<file path="src/rtl/spike_dec_pkg.sv">
// Shared definitions for the spike rate decoder: FSM state type,
// default widths and a saturating increment helper.
package spike_dec_pkg;

  typedef enum logic {
    IDLE = 1'b0,
    RUN  = 1'b1
  } state_t;

  localparam int WIN_W_D = 8;
  localparam int CNT_W_D = 8;
  localparam int ISI_W_D = 8;

  // Adds one to val when inc is set, but never past max_val.
  // Callers zero-extend their counter to 32 bits and truncate the result.
  function automatic logic [31:0] sat_inc(input logic [31:0] val,
                                          input logic [31:0] max_val,
                                          input logic        inc);
    if (inc && (val < max_val)) begin
      return val + 32'd1;
    end
    return val;
  endfunction

endpackage

</file>
<file path="src/rtl/spike_rate_decoder_edge.sv">
// Rising-edge detector for the incoming spike train.
// Build option SPIKE_SYNC_EN inserts a 2-flop synchronizer ahead of the
// detector for spikes arriving from an asynchronous pad (adds 2 cycles of
// spike-to-count latency). Without it spike_in is taken as clk-synchronous.
module spike_edge_detect (
  input  logic clk,
  input  logic rst_n,
  input  logic spike_in,
  output logic spike_edge
);

  logic spike_lvl;
  logic spk_prev;

`ifdef SPIKE_SYNC_EN
  logic [1:0] sync_q;

  // Two-stage synchronizer, cleared on reset so no edge appears at release
  always_ff @(posedge clk or negedge rst_n) begin
    if (!rst_n) begin
      sync_q <= 2'b00;
    end else begin
      sync_q <= {sync_q[0], spike_in};
    end
  end

  assign spike_lvl = sync_q[1];
`else
  assign spike_lvl = spike_in;
`endif

  // Previous level is tracked every cycle, even while the decoder is
  // disabled, so that resuming never manufactures a false edge
  always_ff @(posedge clk or negedge rst_n) begin
    if (!rst_n) begin
      spk_prev <= 1'b0;
    end else begin
      spk_prev <= spike_lvl;
    end
  end

  assign spike_edge = spike_lvl & ~spk_prev;

endmodule

</file>
<file path="src/rtl/spike_rate_decoder.sv">
// Spike rate decoder: per fixed-length window reports the spike count
// (saturating) and the most recent inter-spike interval through a
// valid/ready output register. A result arriving while the previous one is
// still unaccepted is dropped and flagged on the sticky ovf output.
// Optional build macro: SPIKE_SYNC_EN (input synchronizer, see edge detect).
module spike_rate_decoder
  import spike_dec_pkg::*;
#(
  parameter int WIN_W = WIN_W_D,
  parameter int CNT_W = CNT_W_D,
  parameter int ISI_W = ISI_W_D
) (
  input  logic             clk,
  input  logic             rst_n,
  input  logic             ena,
  input  logic             spike_in,
  input  logic [WIN_W-1:0] win_len,
  output logic             out_valid,
  input  logic             out_ready,
  output logic [CNT_W-1:0] rate_out,
  output logic [ISI_W-1:0] isi_out,
  output logic             ovf
);

  localparam logic [31:0]      CNT_MAX = (32'd1 << CNT_W) - 32'd1;
  localparam logic [31:0]      ISI_MAX = (32'd1 << ISI_W) - 32'd1;
  localparam logic [WIN_W-1:0] WIN_ONE = WIN_W'(1);

  state_t             state;
  state_t             state_next;
  logic               spike_edge;
  logic               win_start;
  logic               win_end;
  logic [WIN_W-1:0]   win_q;
  logic [WIN_W-1:0]   wcnt;
  logic [CNT_W-1:0]   spk_cnt;
  logic [CNT_W-1:0]   final_cnt;
  logic [ISI_W-1:0]   isi_cnt;
  logic [ISI_W-1:0]   isi_last;
  logic [ISI_W-1:0]   isi_closed;
  logic [ISI_W-1:0]   isi_report;
  logic               isi_seen;

  spike_edge_detect u_edge (
    .clk        (clk),
    .rst_n      (rst_n),
    .spike_in   (spike_in),
    .spike_edge (spike_edge)
  );

  // Window results include an edge that lands on the window's last cycle
  assign final_cnt  = CNT_W'(sat_inc(32'(spk_cnt), CNT_MAX, spike_edge));
  assign isi_closed = ISI_W'(sat_inc(32'(isi_cnt), ISI_MAX, 1'b1));
  assign isi_report = (spike_edge && isi_seen) ? isi_closed : isi_last;

  // FSM state register
  always_ff @(posedge clk or negedge rst_n) begin
    if (!rst_n) begin
      state <= IDLE;
    end else begin
      state <= state_next;
    end
  end

  // Next state plus window start/end strobes; disabled cycles never advance
  always_comb begin
    state_next = state;
    win_start  = 1'b0;
    win_end    = 1'b0;
    case (state)
      IDLE: begin
        if (ena && (win_len != '0)) begin
          win_start  = 1'b1;
          state_next = RUN;
        end
      end
      RUN: begin
        if (ena && (wcnt == win_q - WIN_ONE)) begin
          win_end = 1'b1;
          if (win_len == '0) begin
            state_next = IDLE;
          end
        end
      end
      default: state_next = IDLE;
    endcase
  end

  // Window length latch, cycle counter and saturating spike counter
  always_ff @(posedge clk or negedge rst_n) begin
    if (!rst_n) begin
      win_q   <= '0;
      wcnt    <= '0;
      spk_cnt <= '0;
    end else if (win_start || win_end) begin
      win_q   <= win_len;
      wcnt    <= '0;
      spk_cnt <= '0;
    end else if ((state == RUN) && ena) begin
      wcnt    <= wcnt + WIN_ONE;
      spk_cnt <= CNT_W'(sat_inc(32'(spk_cnt), CNT_MAX, spike_edge));
    end
  end

  // Interval tracking runs in both states; the first edge only arms it
  always_ff @(posedge clk or negedge rst_n) begin
    if (!rst_n) begin
      isi_cnt  <= '0;
      isi_last <= '0;
      isi_seen <= 1'b0;
    end else if (ena) begin
      if (spike_edge) begin
        if (isi_seen) begin
          isi_last <= isi_closed;
        end
        isi_cnt  <= '0;
        isi_seen <= 1'b1;
      end else begin
        isi_cnt <= ISI_W'(sat_inc(32'(isi_cnt), ISI_MAX, 1'b1));
      end
    end
  end

  // Output register: load on window end when free or being drained,
  // otherwise drop the new result and raise the sticky overflow flag
  always_ff @(posedge clk or negedge rst_n) begin
    if (!rst_n) begin
      out_valid <= 1'b0;
      rate_out  <= '0;
      isi_out   <= '0;
      ovf       <= 1'b0;
    end else if (win_end) begin
      if (!out_valid || out_ready) begin
        rate_out  <= final_cnt;
        isi_out   <= isi_report;
        out_valid <= 1'b1;
      end else begin
        ovf <= 1'b1;
      end
    end else if (out_valid && out_ready) begin
      out_valid <= 1'b0;
    end
  end

endmodule
</file>
<file path="config.mk">
export PLATFORM = sky130hd
export DESIGN_NAME = spike_rate_decoder
export DESIGN_NICKNAME = d
export VERILOG_FILES = /design/src/rtl/spike_dec_pkg.sv /design/src/rtl/spike_rate_decoder_edge.sv /design/src/rtl/spike_rate_decoder.sv
export SDC_FILE = /design/constraint.sdc
export NUM_CORES = 1
export LEC_CHECK = 0
export ABC_AREA = 1
export BUFFER_PORTS_ARGS = -buffer_cell sky130_fd_sc_hd__buf_4
export CAP_MARGIN = 10
export CORE_MARGIN = 2
export CORE_UTILIZATION = 45
export DETAILED_ROUTE_END_ITERATION = 8
export GPL_TIMING_DRIVEN = 1
export SETUP_SLACK_MARGIN = 0.2
export SYNTH_ARGS = -nofsm -noshare
export SYNTH_HDL_FRONTEND = slang
export SYNTH_SLANG_ARGS = --single-unit
</file>
<file path="constraint.sdc">
create_clock -name clk -period 4.4 [get_ports clk]
set_clock_uncertainty 0.2 [all_clocks]
set_input_delay 0.66 -clock clk [delete_from_list [all_inputs] [get_ports clk]]
set_output_delay 0.66 -clock clk [all_outputs]
set_load 0.005 [all_outputs]
</file>
==> metrics.yaml, run 1 <==
status: "completed"
gp_congestion: 0.852
r2r_cells: 11
cts_setup_buffers: 0
boundaryPins: 31
clock-sinks: 61
dr_wl_met3_um: 266
yosysWarnings: 0
netlist_instances: 418
drc_errors: 0
routed_wl_um: 7280
antenna_cells: 0
syn-num-nets: 435
synth_ff_type: "dfrtp_1"
hold_buffers: 0
core_um2: 7250
clockBufferDepth: 2
routed.top_layer: "met4"
hold_viol_final: 0
worst-path-max-fanout: 26
final-setup-viol-count: 0
critPathMaxStageDelay_ps: 420
end_kind: "flop"
start_kind: "flop"
via_per_inst: 5.00
wl_per_cell_um: 13.2
worst_pin_slew_ps: 771
setup_tns_ps: 0
cellLeakagePower_nw: 2.01
period_needed_ps: 2400
die_y_um: 90.4
syn-mean-instance-area_um2: 8.03
required_ps: 4420
cts_resized: 0
path_common_cell: "nand2_1"
rows: 31
maxCapViolations: 0
final_cell_mix: "nand2_1, dfrtp_1, inv_1"
fill_cells: 710
rsz0062_at_grt: "no"
fin_nets: 465
yosysUniqueCellTypes: 34
drtPass1Iterations: 4
cts_tree: "yes"
clkTransAtPathRegs_ps: 70
vias: 2762
start_util: 0.463
critPathArrivalTime_ps: 2430
drt_iter0_markers: 121
power.total_w: 0.00212
grt_util_all_layers: 0.196
areaGrowthSynthToFinish_pct: 15.8
fin_util: 0.536
grt_pass1_wl_um: 12800
die_w_um: 90.4
hold_path.class: "in2async"
path_cells: "inv_1, ha_1, inv_1, nand2_1, nand3_1, nand2_1, nand3_1, nor2_2, nand4_4, nand2_1, o21ai_2"
ir_drop_mv: 0.284
grt.overflow.total: 0
port_buffers: 30
finalMaxSlewViolations: 0
cts_buffers: 9
met1_length_um: 3430
dp_hpwl_um: 5260
grt_pass1_vias: 2659
slowest_stage: "nand4_4"
grt_max_degree: 62
root_buffer: "clkbuf_8"
powerDensity_nw_per_um2: 544
min_period_over_period: 0.546
die_area_um2: 8170
async_flop_share: 1.00
synthesis.area_um2: 3360
synth_edf_count: 0
max_freq_mhz: 416
drive_gt1_frac: 0.148
antenna_found_initial: 0
ys_seq_area_frac: 0.455
layout_commonest_cell: "nand2_1"
ant_nets: 0
crit_type: "reg2reg"
clock_latency_ps: 340
dr_wl_met2_um: 3510
htreeDepth: 3
relSlewSlack: 0.486
synth_seq_cells: 61
## per-layer routing
metal / vias up / global-route usage
met5: - / 0
met1: 1276 / 0.268
met4: 0 / 0.0795
li1: 1416 / -
met2: 62 / 0.311
met3: 8 / 0.0334
## metrics by stage
step / cell area, um2 / setup slack (ps) / hold WS [ps] / instances
2_1_floorplan: 3360 / 2320 / 164 / 418
3_3_place_gp: 3620 / 1920 / 253 / 536
3_5_place_dp: 3620 / 1880 / 258 / 536
4_1_cts: 3890 / 1960 / 221 / 552
5_1_grt: 3890 / 1650 / 222 / 552
6_report: 3890 / 2000 / 191 / 552
## cells in the mapped netlist, types with 2 or more instances
cell type / n / area (um2)
buf_2: 4 / 20.0
nand2_1: 122 / 458
nor2_1: 33 / 124
mux2i_1: 3 / 30.0
xor2_1: 14 / 123
inv_2: 2 / 7.51
xnor2_1: 6 / 52.6
ha_1: 4 / 50.1
nand3_1: 37 / 185
nor3_1: 6 / 30.0
o21ai_0: 17 / 85.1
o22ai_1: 4 / 25.0
nor2_2: 2 / 12.5
buf_6: 5 / 56.3
a21oi_1: 14 / 70.1
o21ai_2: 10 / 87.6
inv_1: 42 / 158
a22o_1: 3 / 26.3
nand4_1: 15 / 93.8
dfrtp_1: 61 / 1530
## worst paths after layout
| check | slack, ps | to | startpoint |
|---|---|---|---|
| worst max-delay path | 2000 | isi_out[5] | win_q[0] |
| worst min-delay path | 190 | isi_cnt[7] | rst_n |
| worst max register to register | 2000 | isi_out[5] | win_q[0] |
| worst min register to register | 270 | ovf | ovf |
| max in group asynchronous | 3300 | wcnt[4] | rst_n |
| min in group clk | 230 | u_edge.spk_prev | spike_in |
## area by class of cell
class	instances	area (um2)	share of cell area
multi-input combinational	301	1580	0.405
sequential	61	1530	0.393
timing repair buffer	30	225	0.0579
inverter	45	169	0.0434
clock inverter	7	145	0.0373
clock buffer	9	124	0.0319
tap	99	124	0.0319
## where the power goes
group          internal, W  leakage, nW  total, W  switching [W]
Clock             0.000437        0.130  0.000678       0.000241
Sequential        0.000680        0.807  0.000817       0.000137
Combinational     0.000255         1.07  0.000621       0.000366
Total              0.00137         2.01   0.00212       0.000744
## critical path, delay by kind of cell, from the launching register on
family | cells | cell delay, ps
AOI/OAI and AO/OA | 1 | 60
adders and majority gates | 1 | 240
and+or+nand+nor | 7 | 1170
buffers and inverters | 2 | 190
DFF | 1 | 410
## registers in the layout, indices dropped and copies added, names as in the netlist
name,count
u_edge.spk_prev,1
isi_cnt,8
spk_cnt,8
wcnt,8
ovf,1
win_q,8
state,1
isi_seen,1
rate_out,8
isi_out,8
out_valid,1
isi_last,8
## cells by family after synthesis
family,count (synthesis),synth area share
xor+xnor,20,0.0522
simple gates,221,0.291
fa+ha+maj,4,0.0149
compound gates,53,0.102
flops,61,0.455
buf+inv,56,0.0764
mux,3,0.00894
Note: power is estimated with default switching activity, not from simulation.
==> run 2, diff against run 1 <==
--- a/config.mk
+++ b/config.mk
@@ -5,13 +5,14 @@
 export SDC_FILE = /design/constraint.sdc
 export NUM_CORES = 1
 export LEC_CHECK = 0
-export ABC_AREA = 1
+export ABC_AREA = 0
 export BUFFER_PORTS_ARGS = -buffer_cell sky130_fd_sc_hd__buf_4
 export CAP_MARGIN = 10
 export CORE_MARGIN = 2
 export CORE_UTILIZATION = 45
 export DETAILED_ROUTE_END_ITERATION = 8
 export GPL_TIMING_DRIVEN = 1
+export PLACE_DENSITY = 0.66
 export SETUP_SLACK_MARGIN = 0.2
 export SYNTH_ARGS = -nofsm -noshare
 export SYNTH_HDL_FRONTEND = slang
==> constraint.sdc (replaced) <==
create_clock -name clk -period 2.1 [get_ports clk]
set_clock_uncertainty 0.2 [all_clocks]
set_input_delay 0.315 -clock clk [delete_from_list [all_inputs] [get_ports clk]]
set_output_delay 0.315 -clock clk [all_outputs]
set_load 0.005 [all_outputs]
==> metrics.yaml, run 2 <==
port_buffers: 30  # unchanged
die_y_um: 88.8  # -1.8%
ant_nets: 0  # unchanged
root_buffer: "clkbuf_8"
switching_power_w: 0.00161  # +120%
synth_area_leaders: "dfrtp_1, o21ai_0, mux2_2, nand2_1, mux2_4"
clock_power_share: 0.243  # -0.078
required_ps: 2130  # -2290 ps
worst-path-max-fanout: 6  # -77%
setup_tns_ps: -13060  # -13060 ps
boundaryPins: 31  # unchanged
status: "finished, violations left"
syn-num-nets: 340  # -22%
grt_pass1_vias: 2708  # +1.8%
die_w_um: 88.8  # -1.8%
hold_path.class: "in2reg"
muxShareOfSynthArea: 0.0967  # +0.0878
drtPass1Iterations: 4  # unchanged
critPathMaxStageDelay_ps: 450  # +30 ps
cts_tree: "yes"
cellLeakagePower_nw: 2.06  # +2.7%
finalMaxSlewViolations: 0  # unchanged
clkTransAtPathRegs_ps: 70  # about the same
antenna_found_initial: 0  # unchanged
fill_cells: 565  # -20%
path_cells: "inv_2, ha_4, nand2_2, o211a_1, o31a_1, a2111oi_4, a21o_1, buf_6, mux2_2"
crit_type: "reg2reg"
start_kind: "flop"
core_um2: 6870  # -5.3%
start_util: 0.471  # +0.00786
ys_seq_area_frac: 0.472  # +0.0174
vias: 2712  # -1.8%
fin_nets: 426  # -8.4%
violations: "setup timing"
intPower_w: 0.00326  # +140%
slowest_stage: "dfrtp_2"
min_period_over_period: 1.19  # +0.643
layout_commonest_cell: "buf_4"
relSlewSlack: 0.594  # +0.108
final.setup.worst_slack_ps: -398  # -2390 ps
yosysWarnings: 0  # unchanged
synth_commonest_cells: "dfrtp_1, nand2_1, o21ai_0"
drc_errors: 0  # unchanged
cp_num_buf_inv: 2  # unchanged
async_flop_share: 1.00  # unchanged
synth_edf_count: 0  # unchanged
clock_latency_ps: 340  # about the same
grt.overflow.total: 0  # unchanged
synthesis.area_um2: 3230  # -3.7%
drive_gt1_frac: 0.384  # +0.236
maxCapViolations: 0  # unchanged
cp_top_family: "compound AO/OA/AOI/OAI gates"
final-setup-viol-count: 41  # +41
synth_seq_cells: 61  # unchanged
grt_pass1_wl_um: 12200  # -4.5%
synthMostInstantiatedCell: "dfrtp_1"
synth_compound_area_frac: 0.133  # +0.0314
drt_iter0_markers: 95  # -21%
synth_top_area_frac: 0.472  # +0.0174
yosys.area_share.adder: 0.0155  # +0.000571
power.total_w: 0.00488  # +130%
combPwrFrac: 0.400  # +0.107
multi_input_area_um2: 1770  # +12%
gp_congestion: 0.867  # +1.8%
routed_wl_um: 7560  # +3.9%
swShare: 0.331  # -0.0206
synth_top_area_cell: "dfrtp_1"
synth-simple-area-share: 0.177  # -0.114
dp_hpwl_um: 5270  # +0.22%
final_cells: 510  # -7.6%
regArea_um2: 1530  # +0.33%
netlist_instances: 323  # -23%
grt_max_degree: 34  # -45%
critPathArrivalTime_ps: 2530  # +100 ps
cts_buffers: 9  # unchanged
place_inst: 485  # -9.5%
hold_viol_final: 0  # unchanged
clockBufferDepth: 2  # unchanged
end_kind: "flop"
powerDensity_nw_per_um2: 1110  # +100%
final_cell_mix: "buf_4, dfrtp_1, nand2_1"
worst_pin_slew_ps: 606  # -164 ps
period_needed_ps: 2500  # +95.0 ps
ir_drop_mv: 0.697  # +150%
rows: 30  # -3.2%
yosysUniqueCellTypes: 49  # +44%
hold_slack_ps: 12.0  # -179 ps
via_per_inst: 5.32  # +6.3%
synth_top_family_by_area: "simple AND/OR/NAND/NOR gates"
wl_per_cell_um: 14.8  # +12%
areaGrowthSynthToFinish_pct: 36.2
yosys.area_share.xor_xnor: 0.0731  # +0.0210
dp_slack_ps: -405  # -2290 ps
max_freq_mhz: 400  # -3.8%
antenna_cells: 0  # unchanged
syn-mean-instance-area_um2: 10.0  # +25%
htreeDepth: 3  # unchanged
synth_ff_type: "dfrtp_1"
clock-sinks: 61  # unchanged
rsz0062_at_grt: "yes"
seq_power_share: 0.357  # -0.029
grt_util_all_layers: 0.204  # +0.00777
die_area_um2: 7880  # -3.5%
[run 2: worst reg2reg max path, stage by stage (launching register included)]
cell       delay [ps]
dfrtp_2           450
inv_2              80
ha_4              160
nand2_2            50
o211a_1           190
o31a_1            280
a2111oi_4         250
a21o_1            260
buf_6             150
mux2_2            330
[run 2: cell families after synthesis]
kind of cell             after synthesis
XOR/XNOR                              27
adder cells (fa/ha/maj)                4
multiplexers                          25
buffers and inverters                 23
AO/OA/AOI/OAI                         66
AND/OR/NAND/NOR                      117
flip-flops                            61
[run 2: cell type report]
type / instances / area share
flip-flops and latches: 61 / 0.348
repair buffers: 85 / 0.161
inverters: 13 / 0.0111
clock inverters: 6 / 0.0196
multi-input cells: 239 / 0.402
clock buffers: 10 / 0.0313
well taps: 96 / 0.0273
[run 2: routing by layer]
metal | GRT usage | part of all wire | vias up
met1 | 0.253 | 0.44 | 1338
met2 | 0.348 | 0.51 | 45
li1 | - | - | 1314
met3 | 0.0326 | 0.030 | 15
met5 | 0 | 0 | -
met4 | 0.0923 | 0.019 | 0
[run 2: per-stage QoR]
step            util  area [um2]
2_1_floorplan      -        3280
4_1_cts        0.625        4290
3_3_place_gp   0.572        3930
5_1_grt        0.641        4400
3_5_place_dp   0.572        3930
6_report       0.641        4400
[run 2: what timing repair did]
| action | CTS | global route |
|---|---|---|
| buffers inserted | 4 | 3 |
| resized for setup | 23 | 26 |
| endpoints found under the setup margin | 48 | 57 |
| hold endpoints to repair | 33 | 0 |
| pin swaps | 7 | 5 |
| hold buffers | 2 | 0 |
[run 2: power by group through the flow]
stage                     clock network (W)  logic [W]  registers [W]
after floorplan                           0    0.00101        0.00177
after global placement                    0    0.00170        0.00172
after detailed placement                  0    0.00175        0.00174
after CTS                           0.00120    0.00187        0.00172
after global routing                0.00125    0.00214        0.00179
final                               0.00118    0.00195        0.00174
[run 2: path summary, 6_finish.rpt]
path                              from          end  slack, ps  cells after the start
setup / recovery              win_q[0]     win_q[0]       -400                      9
hold / removal              win_len[6]     win_q[6]         10                      2
setup reg to reg              win_q[0]     win_q[0]       -400                      9
hold reg to reg            isi_last[7]  isi_last[7]        280                      2
max in group asynchronous        rst_n     win_q[3]        930                      3
min in group asynchronous        rst_n   isi_out[0]        250                      2
